[src/rtl/pb_scanner_if.sv]
// Key-code handshake bundle between the pushbutton scanner (master) and its consumer (slave).
interface pb_scanner_if #(
  parameter int unsigned DEPTH = 4
);
  localparam int unsigned CW = $clog2(DEPTH) + 1;

  logic [4:0]    code;
  logic          valid;
  logic          ready;
  logic [CW-1:0] count;
  logic          overflow;

  modport master (output code, output valid, output count, output overflow, input ready);
  modport slave  (input code, input valid, input count, input overflow, output ready);
endinterface

[src/rtl/pb_scanner.sv]
// Pushbutton conditioning: two-flop sync, per-bit debounce, press encoder and
// a small key-code FIFO with valid/ready pop and sticky overflow.
module pb_scanner #(
  parameter int unsigned NBTN   = 21,
  parameter int unsigned STABLE = 2,
  parameter int unsigned DEPTH  = 4
) (
  input  logic            hz100,
  input  logic            reset,
  input  logic [NBTN-1:0] pb,
  output logic [NBTN-1:0] held,
  pb_scanner_if.master    kq
);
  localparam int unsigned PW = $clog2(DEPTH);
  localparam int unsigned CW = PW + 1;

  logic [NBTN-1:0]      s1_q, s2_q;
  logic [NBTN-1:0][3:0] cnt_q, cnt_d;
  logic [NBTN-1:0]      held_q, held_d;
  logic [NBTN-1:0]      held_dly_q;
  logic [4:0]           mem_q [DEPTH];
  logic [PW-1:0]        rd_q, rd_d, wr_q, wr_d;
  logic [CW-1:0]        count_q, count_d;
  logic                 ovf_q, ovf_d;
  logic                 valid_q, valid_d;
  logic [4:0]           code_q, code_d;

  logic [NBTN-1:0] rise;
  logic [4:0]      enc;
  logic            push_req, push, pop, full;
  logic [PW-1:0]   rd_nxt;

  // Debounce: accept a new level only after it persists STABLE cycles
  always_comb begin
    held_d = held_q;
    cnt_d  = cnt_q;
    for (int i = 0; i < int'(NBTN); i++) begin
      if (s2_q[i] != held_q[i]) begin
        if (cnt_q[i] == 4'(STABLE - 1)) begin
          held_d[i] = s2_q[i];
          cnt_d[i]  = 4'd0;
        end else begin
          cnt_d[i] = cnt_q[i] + 4'd1;
        end
      end else begin
        cnt_d[i] = 4'd0;
      end
    end
  end

  // Highest newly pressed index wins; later iterations override earlier ones
  always_comb begin
    rise = held_q & ~held_dly_q;
    enc  = 5'd0;
    for (int i = 0; i < int'(NBTN); i++) begin
      if (rise[i]) enc = 5'(i);
    end
  end

  always_comb begin
    push_req = |rise;
    full     = (count_q == CW'(DEPTH));
    pop      = valid_q & kq.ready;
    push     = push_req & (~full | pop);
    rd_nxt   = rd_q + PW'(1);
    rd_d     = pop  ? rd_nxt : rd_q;
    wr_d     = push ? wr_q + PW'(1) : wr_q;
    ovf_d    = ovf_q | (push_req & full & ~pop);
    count_d  = count_q;
    case ({push, pop})
      2'b10:   count_d = count_q + CW'(1);
      2'b01:   count_d = count_q - CW'(1);
      default: count_d = count_q;
    endcase
    valid_d = (count_d != CW'(0));
    // Head register tracks mem[rd]; a lone entry being popped is replaced by the concurrent push
    code_d = code_q;
    if (pop) begin
      if (count_q == CW'(1)) begin
        if (push) code_d = enc;
      end else begin
        code_d = mem_q[rd_nxt];
      end
    end else if (push && count_q == CW'(0)) begin
      code_d = enc;
    end
  end

  always_ff @(posedge hz100 or negedge reset) begin
    if (!reset) begin
      s1_q       <= '0;
      s2_q       <= '0;
      cnt_q      <= '0;
      held_q     <= '0;
      held_dly_q <= '0;
      rd_q       <= '0;
      wr_q       <= '0;
      count_q    <= '0;
      ovf_q      <= 1'b0;
      valid_q    <= 1'b0;
      code_q     <= 5'd0;
    end else begin
      s1_q       <= pb;
      s2_q       <= s1_q;
      cnt_q      <= cnt_d;
      held_q     <= held_d;
      held_dly_q <= held_q;
      rd_q       <= rd_d;
      wr_q       <= wr_d;
      count_q    <= count_d;
      ovf_q      <= ovf_d;
      valid_q    <= valid_d;
      code_q     <= code_d;
    end
  end

  always_ff @(posedge hz100) begin
    if (push) mem_q[wr_q] <= enc;
  end

  assign held        = held_q;
  assign kq.code     = code_q;
  assign kq.valid    = valid_q;
  assign kq.count    = count_q;
  assign kq.overflow = ovf_q;
endmodule

[src/flat_wrapper.sv]
// flat-port wrapper written by rule: the top's interface ports become plain ports
module pb_scanner_flat 
#(
  parameter int unsigned NBTN   = 21,
  parameter int unsigned STABLE = 2,
  parameter int unsigned DEPTH  = 4
)
  (hz100, reset, pb, held, kq_code, kq_valid, kq_count, kq_overflow, kq_ready);
  pb_scanner_if #(.DEPTH(DEPTH)) kq_i ();
  input  logic hz100;
  input  logic reset;
  input  logic [NBTN-1:0] pb;
  output logic [NBTN-1:0] held;
  output wire logic [$bits(kq_i.code)-1:0] kq_code;
  output wire logic [$bits(kq_i.valid)-1:0] kq_valid;
  output wire logic [$bits(kq_i.count)-1:0] kq_count;
  output wire logic [$bits(kq_i.overflow)-1:0] kq_overflow;
  input wire logic [$bits(kq_i.ready)-1:0] kq_ready;
  assign kq_code = kq_i.code;
  assign kq_valid = kq_i.valid;
  assign kq_count = kq_i.count;
  assign kq_overflow = kq_i.overflow;
  assign kq_i.ready = kq_ready;
  pb_scanner #(.NBTN(NBTN), .STABLE(STABLE), .DEPTH(DEPTH)) u_core (.hz100(hz100), .reset(reset), .pb(pb), .held(held), .kq(kq_i));
endmodule
[config.mk]
export PLATFORM = sky130hd
export DESIGN_NAME = pb_scanner_flat
export DESIGN_NICKNAME = d
export VERILOG_FILES = /design/src/rtl/pb_scanner_if.sv /design/src/rtl/pb_scanner.sv /design/src/flat_wrapper.sv
export SDC_FILE = /design/constraint.sdc
export NUM_CORES = 1
export LEC_CHECK = 0
export CAP_MARGIN = 10
export CORE_MARGIN = 4
export CORE_UTILIZATION = 60
export CTS_BUF_LIST = sky130_fd_sc_hd__clkbuf_8
export DETAILED_ROUTE_END_ITERATION = 7
export GPL_TIMING_DRIVEN = 0
export PLACE_DENSITY = 0.87
export SKIP_CTS_REPAIR_TIMING = 1
export SLEW_MARGIN = 20
export SYNTH_ARGS = -nofsm -noshare
export SYNTH_HDL_FRONTEND = slang
export SYNTH_SLANG_ARGS = --single-unit
[constraint.sdc]
create_clock -name hz100 -period 7.2 [get_ports hz100]
set_clock_uncertainty 0.15 [all_clocks]
set_input_delay 1.08 -clock hz100 [delete_from_list [all_inputs] [get_ports hz100]]
set_output_delay 1.08 -clock hz100 [all_outputs]
set_load 0.005 [all_outputs]
# Word-level counts from Yosys, hierarchy flattened
# Memory sizes are Yosys's and may differ from the RTL's.
# Index checks and enable logic that the tools add are counted.
dict set report totals {
  out_inout_bits 31
  memories 1
  regBits 182
  inputBits 24
  mem_bits_rw 20
  wordCells 230
}
# memory depth width read_ports rd_ports_with_merged_regs write_ports line
set memory_table {}
lappend memory_table {u_core.mem_q 4 5 1 0 1 pb_scanner.sv:21} ;# logic [4:0] mem_q [DEPTH];
dict set report classes {
  n_bitwise 10
  reduce_logical 27
  n_addsub 25
  n_mux 69
  n_eq_ne 47
}
# cell count
set op_table {}
lappend op_table {{4-bit 2-to-1 mux} 50}
lappend op_table {{4-bit by 1-bit adder with 4-bit output (second input constant)} 21}
lappend op_table {{4-bit by 1-bit == test with 1-bit output (second input constant)} 21}
lappend op_table {{5-bit 2-to-1 mux} 9}
lappend op_table {{2-bit AND reduction} 22}
lappend op_table {{21-bit AND} 1}
lappend op_table {{1-bit != test} 21}
lappend op_table {{21-bit NOT} 1}
lappend op_table {{21-bit OR reduction} 1}
lappend op_table {{3-bit 2-to-1 mux} 4}
lappend op_table {{3-bit one-hot mux with 2 select lines} 1}
lappend op_table {{2-bit by 1-bit adder with 2-bit output (second input constant)} 2}
lappend op_table {{1-bit AND} 4}
lappend op_table {{2-bit 2-to-1 mux} 2}
lappend op_table {{3-bit by 1-bit adder with 3-bit output (second input constant)} 1}
lappend op_table {{3-bit by 1-bit == test with 1-bit output (second input constant)} 1}
lappend op_table {{3-bit == test (second input constant)} 1}
lappend op_table {{3-bit zero test} 1}
lappend op_table {{1-bit 2-to-1 mux} 3}
lappend op_table {{3-bit by 2-bit != test with 1-bit output (second input constant)} 1}
lappend op_table {{3-bit nonzero test} 1}
lappend op_table {{3-bit by 1-bit subtractor with 3-bit output (second input constant)} 1}
lappend op_table {{2-bit by 1-bit == test with 1-bit output (second input constant)} 1}
lappend op_table {{2-bit == test (second input constant)} 1}
lappend op_table {{4 further kinds} 6}

# Logic depth before layout (Yosys ltp)
# Gate-level depths: netlist of run 1.
dict set report logic_depth {
  word_depth 25
  ltp_mapped 8
  depth_no_buf 7
}

# Least setup slack after synthesis of run 1
# Ideal clock, no wire load.
dict set report synth_path {
  path_type {reg2reg}
  startpoint {reg u_core.held_q[15], in the netlist u_core.held[15]}
  endpoint {mem u_core.mem_q[0][0] (enable)}
  path_stages_with_launch 7
  setup_time_ns 0.262
  path_buffers 0
  synth_period_minus_slack_ns 2.544
  arrival_time_ns 2.132
  required_ns 6.788
  path_slack_ns 4.656
  cell_sequence {dfrtp_1 nor2b_1 or4_4 or4_4 nor2_4 a31oi_2 and2_1}
}
dict set report synth_via {
  elab_chain_cells 5
}
# element line
set synth_rtl {}
lappend synth_rtl {{start, declared} pb_scanner.sv:19} ;# logic [NBTN-1:0] held_q, held_d;
lappend synth_rtl {{start signal, assigned} pb_scanner.sv:106} ;# held_q <= held_d;
lappend synth_rtl {{21-bit AND} pb_scanner.sv:53} ;# rise = held_q & ~held_dly_q;
lappend synth_rtl {{21-bit OR reduction} pb_scanner.sv:61} ;# push_req = |rise;
lappend synth_rtl {{1-bit AND} pb_scanner.sv:64} ;# push = push_req & (~full | pop);
lappend synth_rtl {{1-bit 2-to-1 mux} pb_scanner.sv:118} ;# if (push) mem_q[wr_q] <= enc;
lappend synth_rtl {{1-bit 2-to-1 mux (implied by the code)} pb_scanner.sv:118}
lappend synth_rtl {{end, declared} pb_scanner.sv:21}
# Every way passes these cells.

# Worst setup path after layout of run 1
dict set report layout_path {
  startpoint {reg u_core.count_q[2], in the netlist u_core.kq.count[2]}
  endpoint {out kq_count[2]}
}
# element line
set layout_lines {}
lappend layout_lines {{start, declared} pb_scanner.sv:23} ;# logic [CW-1:0] count_q, count_d;
lappend layout_lines {{start signal, assigned} pb_scanner.sv:110} ;# count_q <= count_d;
lappend layout_lines {{end, declared} flat_wrapper.sv:16} ;# output wire logic [$bits(kq_i.count)-1:0] kq_count;
# No word-level cell between the ends.

==> impl_metrics.json, run 1 <==
{
  "worst_ep_arrival_time_ps": 1580,
  "place.port_buffers": 54,
  "regToRegSetupSlack_ps": 4420,
  "layout_worst_path_cycle_share_pct": 39.0,
  "synth_enable_flop_cells": 20,
  "count_of_h_tree_levels_built_during_cts": 2,
  "antenna_cells_inserted": 0,
  "r2r_cells": 6,
  "muxShareOfSynthArea_pct": 5.40,
  "synth.distinct_cells": 48,
  "cells_along_the_critical_path": "clkdlybuf4s50_1",
  "detailed_route_vias_per_instance": 5.30,
  "timing.hold.worst_path_depth": 0,
  "insertion_delay_ps": 520,
  "place_area_um2": 9060,
  "worst_path_dominant_cell_family": "buffers and inverters",
  "route.antenna.remaining_nets": 0,
  "synth-adder-area-share_pct": 7.57,
  "postRouteWirelength_um": 14400,
  "areaGrowthSynthToFinish_pct": 17.1,
  "synth.yosys.seq_area_share_pct": 62.4,
  "yosys_register_bits": 202,
  "min_delay_worst_endpoint": "u_core.s2_q[16]$_DFF_PN0_",
  "detail_route.wl_per_cell_um": 15.2,
  "grt_pass1_vias": 5509,
  "synth_xor_xnor_area_share_pct": 6.99,
  "syn_area_um2": 8270,
  "synth_simple_gate_area_share_pct": 12.8,
  "fmax_mhz": 356,
  "power.ir.vdd_worst_v": 0.000208,
  "hold_path_class": "reg -> reg",
  "drv_slew": 0,
  "synth_top_cells_by_area": "sky130_fd_sc_hd__dfrtp_1 55%, sky130_fd_sc_hd__ha_1 7.6%, sky130_fd_sc_hd__edfxtp_1 7.3%, sky130_fd_sc_hd__nor2_1 5.1%, sky130_fd_sc_hd__xor2_1 4.5%",
  "time_the_final_worst_path_needs_with_i_o_delays_and_setup_ps": 2810,
  "synth-main-ff-cell": "sky130_fd_sc_hd__dfrtp_1",
  "ios": 55,
  "cts.reportedPaths.clkPinSlew_ps": 50,
  "share_of_flip_flops_with_an_asynchronous_set_or_reset_after_synthesis_pct": 90.1,
  "nFillCells": 867,
  "globalRouteOverflowTotal": 0,
  "endpoints_failing_setup": 0,
  "r2r-end": "u_core.mem_q[1][2]$_DFFE_PP_",
  "finalHoldViolations": 0,
  "grt_max_degree": 95,
  "drtPass1Iterations": 5,
  "transition_time_of_the_tightest_slew_check_pin_ps": 653,
  "detail_route.iter0.violations": 365,
  "r2r_path_start": "u_core.held[15]$_DFFE_PN0P_",
  "data_required_time_at_the_worst_endpoint_ps": 5970,
  "hold_path.startpoint": "u_core.s1_q[16]$_DFF_PN0_",
  "hpwlAfterDp_um": 10100,
  "yosys.area.top_type": "sky130_fd_sc_hd__dfrtp_1",
  "gp_congestion": 0.886,
  "detailroute.via_count": 5032,
  "groute.usage.overall_pct": 19.6,
  "timing.critical_path.to_type": "output port",
  "synth_largest_type_area_fraction_pct": 55.1,
  "post_synth_inst_count": 662,
  "critical-path-max-stage-delay_ps": 560,
  "rsz0062_at_grt": "no",
  "timing.setup.critical_path_class": "reg -> out",
  "rows": 42,
  "core-area_um2": 13300,
  "finalWorstSetupSlack_ps": 4390,
  "number_of_antenna_violations_at_the_first_check_in_global_routing": 0,
  "maxCapViolations": 0,
  "nets": 827,
  "worst_path_max_delay_cell": "sky130_fd_sc_hd__clkdlybuf4s50_1",
  "power-per-cell-area_nw_per_um2": 427,
  "mappedNetlistNets": 736,
  "ctsRootBufferMaster": "sky130_fd_sc_hd__clkbuf_8",
  "synth_area_per_cell_um2": 12.5,
  "fp.dieW_um": 125,
  "worstSetupStartpointType": "register",
  "cts_made_buffers": 34,
  "initial_utilization_pct": 61.9,
  "finalCoreUtilization_pct": 72.5,
  "tritoncts": "yes",
  "cts_max_path_buffers": 3,
  "fin_area_um2": 9680,
  "power.static_leakage_nw": 4.43,
  "full_die_area_um2": 15700,
  "dieHeight_um": 125,
  "slew_headroom_pct": 56.5,
  "largest_family_of_logic_cells_by_synthesized_area": "simple AND/OR/NAND/NOR gates",
  "final_cell_mix": "182 x sky130_fd_sc_hd__dfrtp_1, 113 x sky130_fd_sc_hd__nor2_1, 59 x sky130_fd_sc_hd__nand2_1",
  "first_pass_grt_wire_length_um": 25200,
  "bufs_and_invs_on_worst_path": 1,
  "layout_cell_share_with_drive_strength_beyond_1_pct": 10.6,
  "place_worst_setup_slack_ps": 3940,
  "synth_compound_gate_area_share_pct": 3.35,
  "cts_sinks": 202,
  "critPathMaxFanout": 8,
  "remaining_drc_errors": 0,
  "run_status": "complete, no violations",
  "layout.cells.most_common": "sky130_fd_sc_hd__dfrtp_1",
  "setup_total_negative_slack_ps": 0,
  "synth.yosys.warnings": 0
}
[kinds of logic (layout without fill, tap and decap cells)]
group           Yosys count  count (layout)
compound gates           37              37
xor+xnor                 66              66
fa+ha+maj                50              50
buf+inv                  34             145
flops                   202             202
mux                      33              33
simple gates            240             240
[area by class of cell]
| cell class | count | area (µm²) | share of cell area [%] |
|---|---|---|---|
| flip-flops and latches | 202 | 5150 | 53.3 |
| multi-input cells | 426 | 2980 | 30.8 |
| repair buffers | 55 | 573 | 5.92 |
| clock buffers | 37 | 509 | 5.26 |
| well taps | 176 | 220 | 2.28 |
| inverters | 30 | 113 | 1.16 |
| clock inverters | 19 | 111 | 1.15 |
| plain buffers | 4 | 15.0 | 0.155 |
[sequential cells by signal, summed over array words and instances (netlist names)]
register	count
u_core.kq.valid	1
u_core.wr_q	2
u_core.rd_q	2
u_core.mem_q	20
u_core.kq.count	3
u_core.s1_q	21
u_core.kq.code	5
u_core.held_dly_q	21
u_core.kq.overflow	1
u_core.s2_q	21
u_core.cnt_q	84
u_core.held	21
[Yosys cell counts (2+ instances only)]
cell type / instances
sky130_fd_sc_hd__a21oi_1: 5
sky130_fd_sc_hd__mux2_4: 5
sky130_fd_sc_hd__nand2_1: 59
sky130_fd_sc_hd__o211ai_1: 2
sky130_fd_sc_hd__nor3_1: 3
sky130_fd_sc_hd__a41oi_1: 2
sky130_fd_sc_hd__nand3_1: 21
sky130_fd_sc_hd__o31ai_1: 2
sky130_fd_sc_hd__ha_1: 50
sky130_fd_sc_hd__mux4_2: 5
sky130_fd_sc_hd__nand2b_1: 17
sky130_fd_sc_hd__or4_4: 2
sky130_fd_sc_hd__and2_1: 6
sky130_fd_sc_hd__o21a_1: 3
sky130_fd_sc_hd__o21ai_0: 7
sky130_fd_sc_hd__dfrtp_1: 182
sky130_fd_sc_hd__nor2b_1: 10
sky130_fd_sc_hd__and3_1: 2
sky130_fd_sc_hd__nor2_1: 113
sky130_fd_sc_hd__xor2_1: 42
sky130_fd_sc_hd__xnor2_1: 24
sky130_fd_sc_hd__clkbuf_1: 4
sky130_fd_sc_hd__inv_1: 29
sky130_fd_sc_hd__edfxtp_1: 20
sky130_fd_sc_hd__nand4_1: 3
sky130_fd_sc_hd__mux2_2: 22
[layer usage]
layer	wire length (µm)	GRT usage (%)	share of wire (%)	vias up
li1	-	-	-	2379
met1	5630	23.5	39	2470
met2	7550	33.7	52	145
met3	850	4.39	5.9	38
met4	407	9.12	2.8	0
met5	0	0	0	-
[where the power goes]
part	total (mW)	switching [mW]	internal, mW
Clock	0.931	0.424	0.506
Sequential	1.86	0.297	1.56
Combinational	1.35	0.686	0.663
Total	4.14	1.41	2.73
[through the flow]
step	hold slack, ps	power (mW)	cells
finish	194	4.14	949
global route	199	4.44	949
CTS	191	4.19	949
detailed placement	186	3.23	893
global placement	183	3.10	892
floorplan	181	2.70	662
[worst max path at each step]
stage                                  from                       endpoint  depth (start not counted)
3_3_place_gp                          reset     u_core.cnt_q[64]$_DFF_PN0_                          1
2_1_floorplan   u_core.held[15]$_DFFE_PN0P_   u_core.mem_q[0][0]$_DFFE_PP_                          6
4_1_cts         u_core.held[19]$_DFFE_PN0P_                       held[19]                          1
3_5_place_dp                       kq_ready  u_core.kq.code[2]$_DFFE_PN0P_                          6
5_1_grt                            kq_ready  u_core.kq.code[2]$_DFFE_PN0P_                          6
6_report       u_core.kq.count[2]$_DFF_PN0_                    kq_count[2]                          1
No activity file was read; power rests on OpenSTA's default activity.
==> run 2: changes to the inputs <==
Clock period 7.2 ns to 2.6 ns, I/O delays scaled along.
==> impl_metrics.json, run 2 (synthesis gave the netlist of run 1 again) <==
{
  "run_status": "complete, no violations",
  "fp.dieW_um": 125,
  "areaGrowthSynthToFinish_pct": 18.3,
  "time_the_final_worst_path_needs_with_i_o_delays_and_setup_ps": 2600,
  "data_required_time_at_the_worst_endpoint_ps": 2810,
  "critPathMaxFanout": 4,
  "power.share.combinational_pct": 33.6,
  "detailed_route_vias_per_instance": 5.29,
  "first_pass_grt_wire_length_um": 25200,
  "route.antenna.remaining_nets": 0,
  "ios": 55,
  "count_of_h_tree_levels_built_during_cts": 2,
  "ctsRootBufferMaster": "sky130_fd_sc_hd__clkbuf_8",
  "endpoints_failing_setup": 0,
  "finalHoldViolations": 0,
  "largest_register_ff_count": 84,
  "antenna_cells_inserted": 0,
  "power.net_switching_mw": 3.96,
  "insertion_delay_ps": 530,
  "transition_time_of_the_tightest_slew_check_pin_ps": 656,
  "number_of_antenna_violations_at_the_first_check_in_global_routing": 0,
  "gp_congestion": 0.886,
  "timing.critical_path.to_type": "register",
  "postRouteWirelength_um": 14700,
  "rows": 42,
  "slew_headroom_pct": 56.3,
  "timing.setup.critical_path_class": "reg -> reg",
  "grt_max_degree": 95,
  "power.static_leakage_nw": 4.48,
  "layout.area.seq_um2": 5160,
  "worst_ep_arrival_time_ps": 2810,
  "drtPass1Iterations": 6,
  "power.sequential.fraction_pct": 44.2,
  "layout_cell_share_with_drive_strength_beyond_1_pct": 12.6,
  "drv_slew": 0,
  "finalWorstSetupSlack_ps": 1.02,
  "dieHeight_um": 125,
  "proportion_of_power_drawn_by_the_clock_network_pct": 22.2,
  "globalRouteOverflowTotal": 0,
  "grt_pass1_vias": 5509,
  "worstSetupStartpointType": "register",
  "rsz0062_at_grt": "yes",
  "remaining_drc_errors": 0,
  "cts_made_buffers": 34,
  "cts_max_path_buffers": 3,
  "core-area_um2": 13300,
  "multi_input_comb_area_um2": 3020,
  "cts_sinks": 202,
  "nFillCells": 851,
  "fmax_mhz": 385,
  "tritoncts": "yes",
  "initial_utilization_pct": 61.9,
  "power-per-cell-area_nw_per_um2": 1190,
  "place.port_buffers": 54,
  "switching_share_pct": 34.1,
  "final_cell_mix": "179 x sky130_fd_sc_hd__dfrtp_1, 113 x sky130_fd_sc_hd__nor2_1, 59 x sky130_fd_sc_hd__nand2_1",
  "hpwlAfterDp_um": 10100,
  "full_die_area_um2": 15700,
  "place_worst_setup_slack_ps": -165,
  "internal-power_mw": 7.67,
  "cts.reportedPaths.clkPinSlew_ps": 60,
  "finalCoreUtilization_pct": 73.3,
  "finalHoldWorstSlack_ps": 150,
  "max_flop_register": "u_core.cnt_q",
  "groute.usage.overall_pct": 19.6,
  "layout.cells.most_common": "sky130_fd_sc_hd__dfrtp_1",
  "hold_path_class": "in -> reg",
  "maxCapViolations": 0,
  "detail_route.wl_per_cell_um": 15.4,
  "layout_worst_path_cycle_share_pct": 100,
  "nets": 834,
  "power.ir.vdd_worst_v": 0.000578,
  "detail_route.iter0.violations": 338,
  "detailroute.via_count": 5054
}
==> run 2: cell types whose count changed in the layout (fill, tap and decap cells not counted), moves of 2 or more <==
cell / delta
sky130_fd_sc_hd__and2_1: -4
sky130_fd_sc_hd__and2_4: +4
sky130_fd_sc_hd__buf_4: +6
sky130_fd_sc_hd__dfrtp_1: -3
sky130_fd_sc_hd__dfrtp_2: +3
sky130_fd_sc_hd__nor2b_1: -2
sky130_fd_sc_hd__nor2b_4: +2
==> run 2: final cells by class <==
cell class,count,area share (%)
Sequential cell,202,52.8
Tap cell,176,2.25
Clock buffer,37,5.21
Inverter,30,1.15
Multi-Input combinational cell,426,30.9
Timing Repair Buffer,62,6.42
Buffer,4,0.154
Clock inverter,19,1.14
==> run 2: per-layer routing <==
layer | vias up | global-route usage [%] | share of wire (%)
li1 | 2392 | - | -
met1 | 2503 | 23.5 | 40
met2 | 123 | 33.7 | 53
met3 | 36 | 4.39 | 5.1
met4 | 0 | 9.12 | 2.3
met5 | - | 0 | 0
==> run 2: power by group through the flow <==
stage / clock [mW] / sequential [mW] / combinational [mW]
2_1_floorplan: 0 / 4.96 / 2.52
3_3_place_gp: 0 / 5.07 / 3.50
3_5_place_dp: 0 / 5.20 / 3.74
4_1_cts: 2.66 / 5.15 / 3.78
5_1_grt: 2.79 / 5.29 / 4.38
6_report: 2.58 / 5.14 / 3.90
==> run 2: final timing paths <==
check / startpoint / endpoint / slack, ps / depth (start not counted)
worst max-delay path: u_core.held[15]$_DFFE_PN0P_ / u_core.kq.valid$_DFF_PN0_ / 1 / 7
worst min-delay path: pb[10] / u_core.s1_q[10]$_DFF_PN0_ / 150 / 1
worst max register to register: u_core.held[15]$_DFFE_PN0P_ / u_core.kq.valid$_DFF_PN0_ / 1 / 7
worst min register to register: u_core.s1_q[16]$_DFF_PN0_ / u_core.s2_q[16]$_DFF_PN0_ / 190 / 0
max in group asynchronous: reset / u_core.cnt_q[23]$_DFF_PN0_ / 1140 / 3
min in group asynchronous: reset / u_core.held[19]$_DFFE_PN0P_ / 310 / 2
==> run 2: metrics by stage <==
step | setup TNS (ps) | instance area, µm² | cells | power, mW
CTS | -3550 | 9680 | 949 | 11.6
global placement | -1053600 | 9030 | 892 | 8.57
floorplan | 0 | 8270 | 662 | 7.48
finish | 0 | 9780 | 956 | 11.6
detailed placement | -3390 | 9060 | 893 | 8.93
global route | -464 | 9780 | 956 | 12.5
==> run 2: critical path, stage by stage, from the launching register on <==
cell and delay, ps:
sky130_fd_sc_hd__dfrtp_2 420, sky130_fd_sc_hd__nor2b_4 130, sky130_fd_sc_hd__or4_4 560, sky130_fd_sc_hd__or4_4 580, sky130_fd_sc_hd__buf_4 170, sky130_fd_sc_hd__o211ai_1 90, sky130_fd_sc_hd__o311a_1 230, sky130_fd_sc_hd__o211ai_1 120
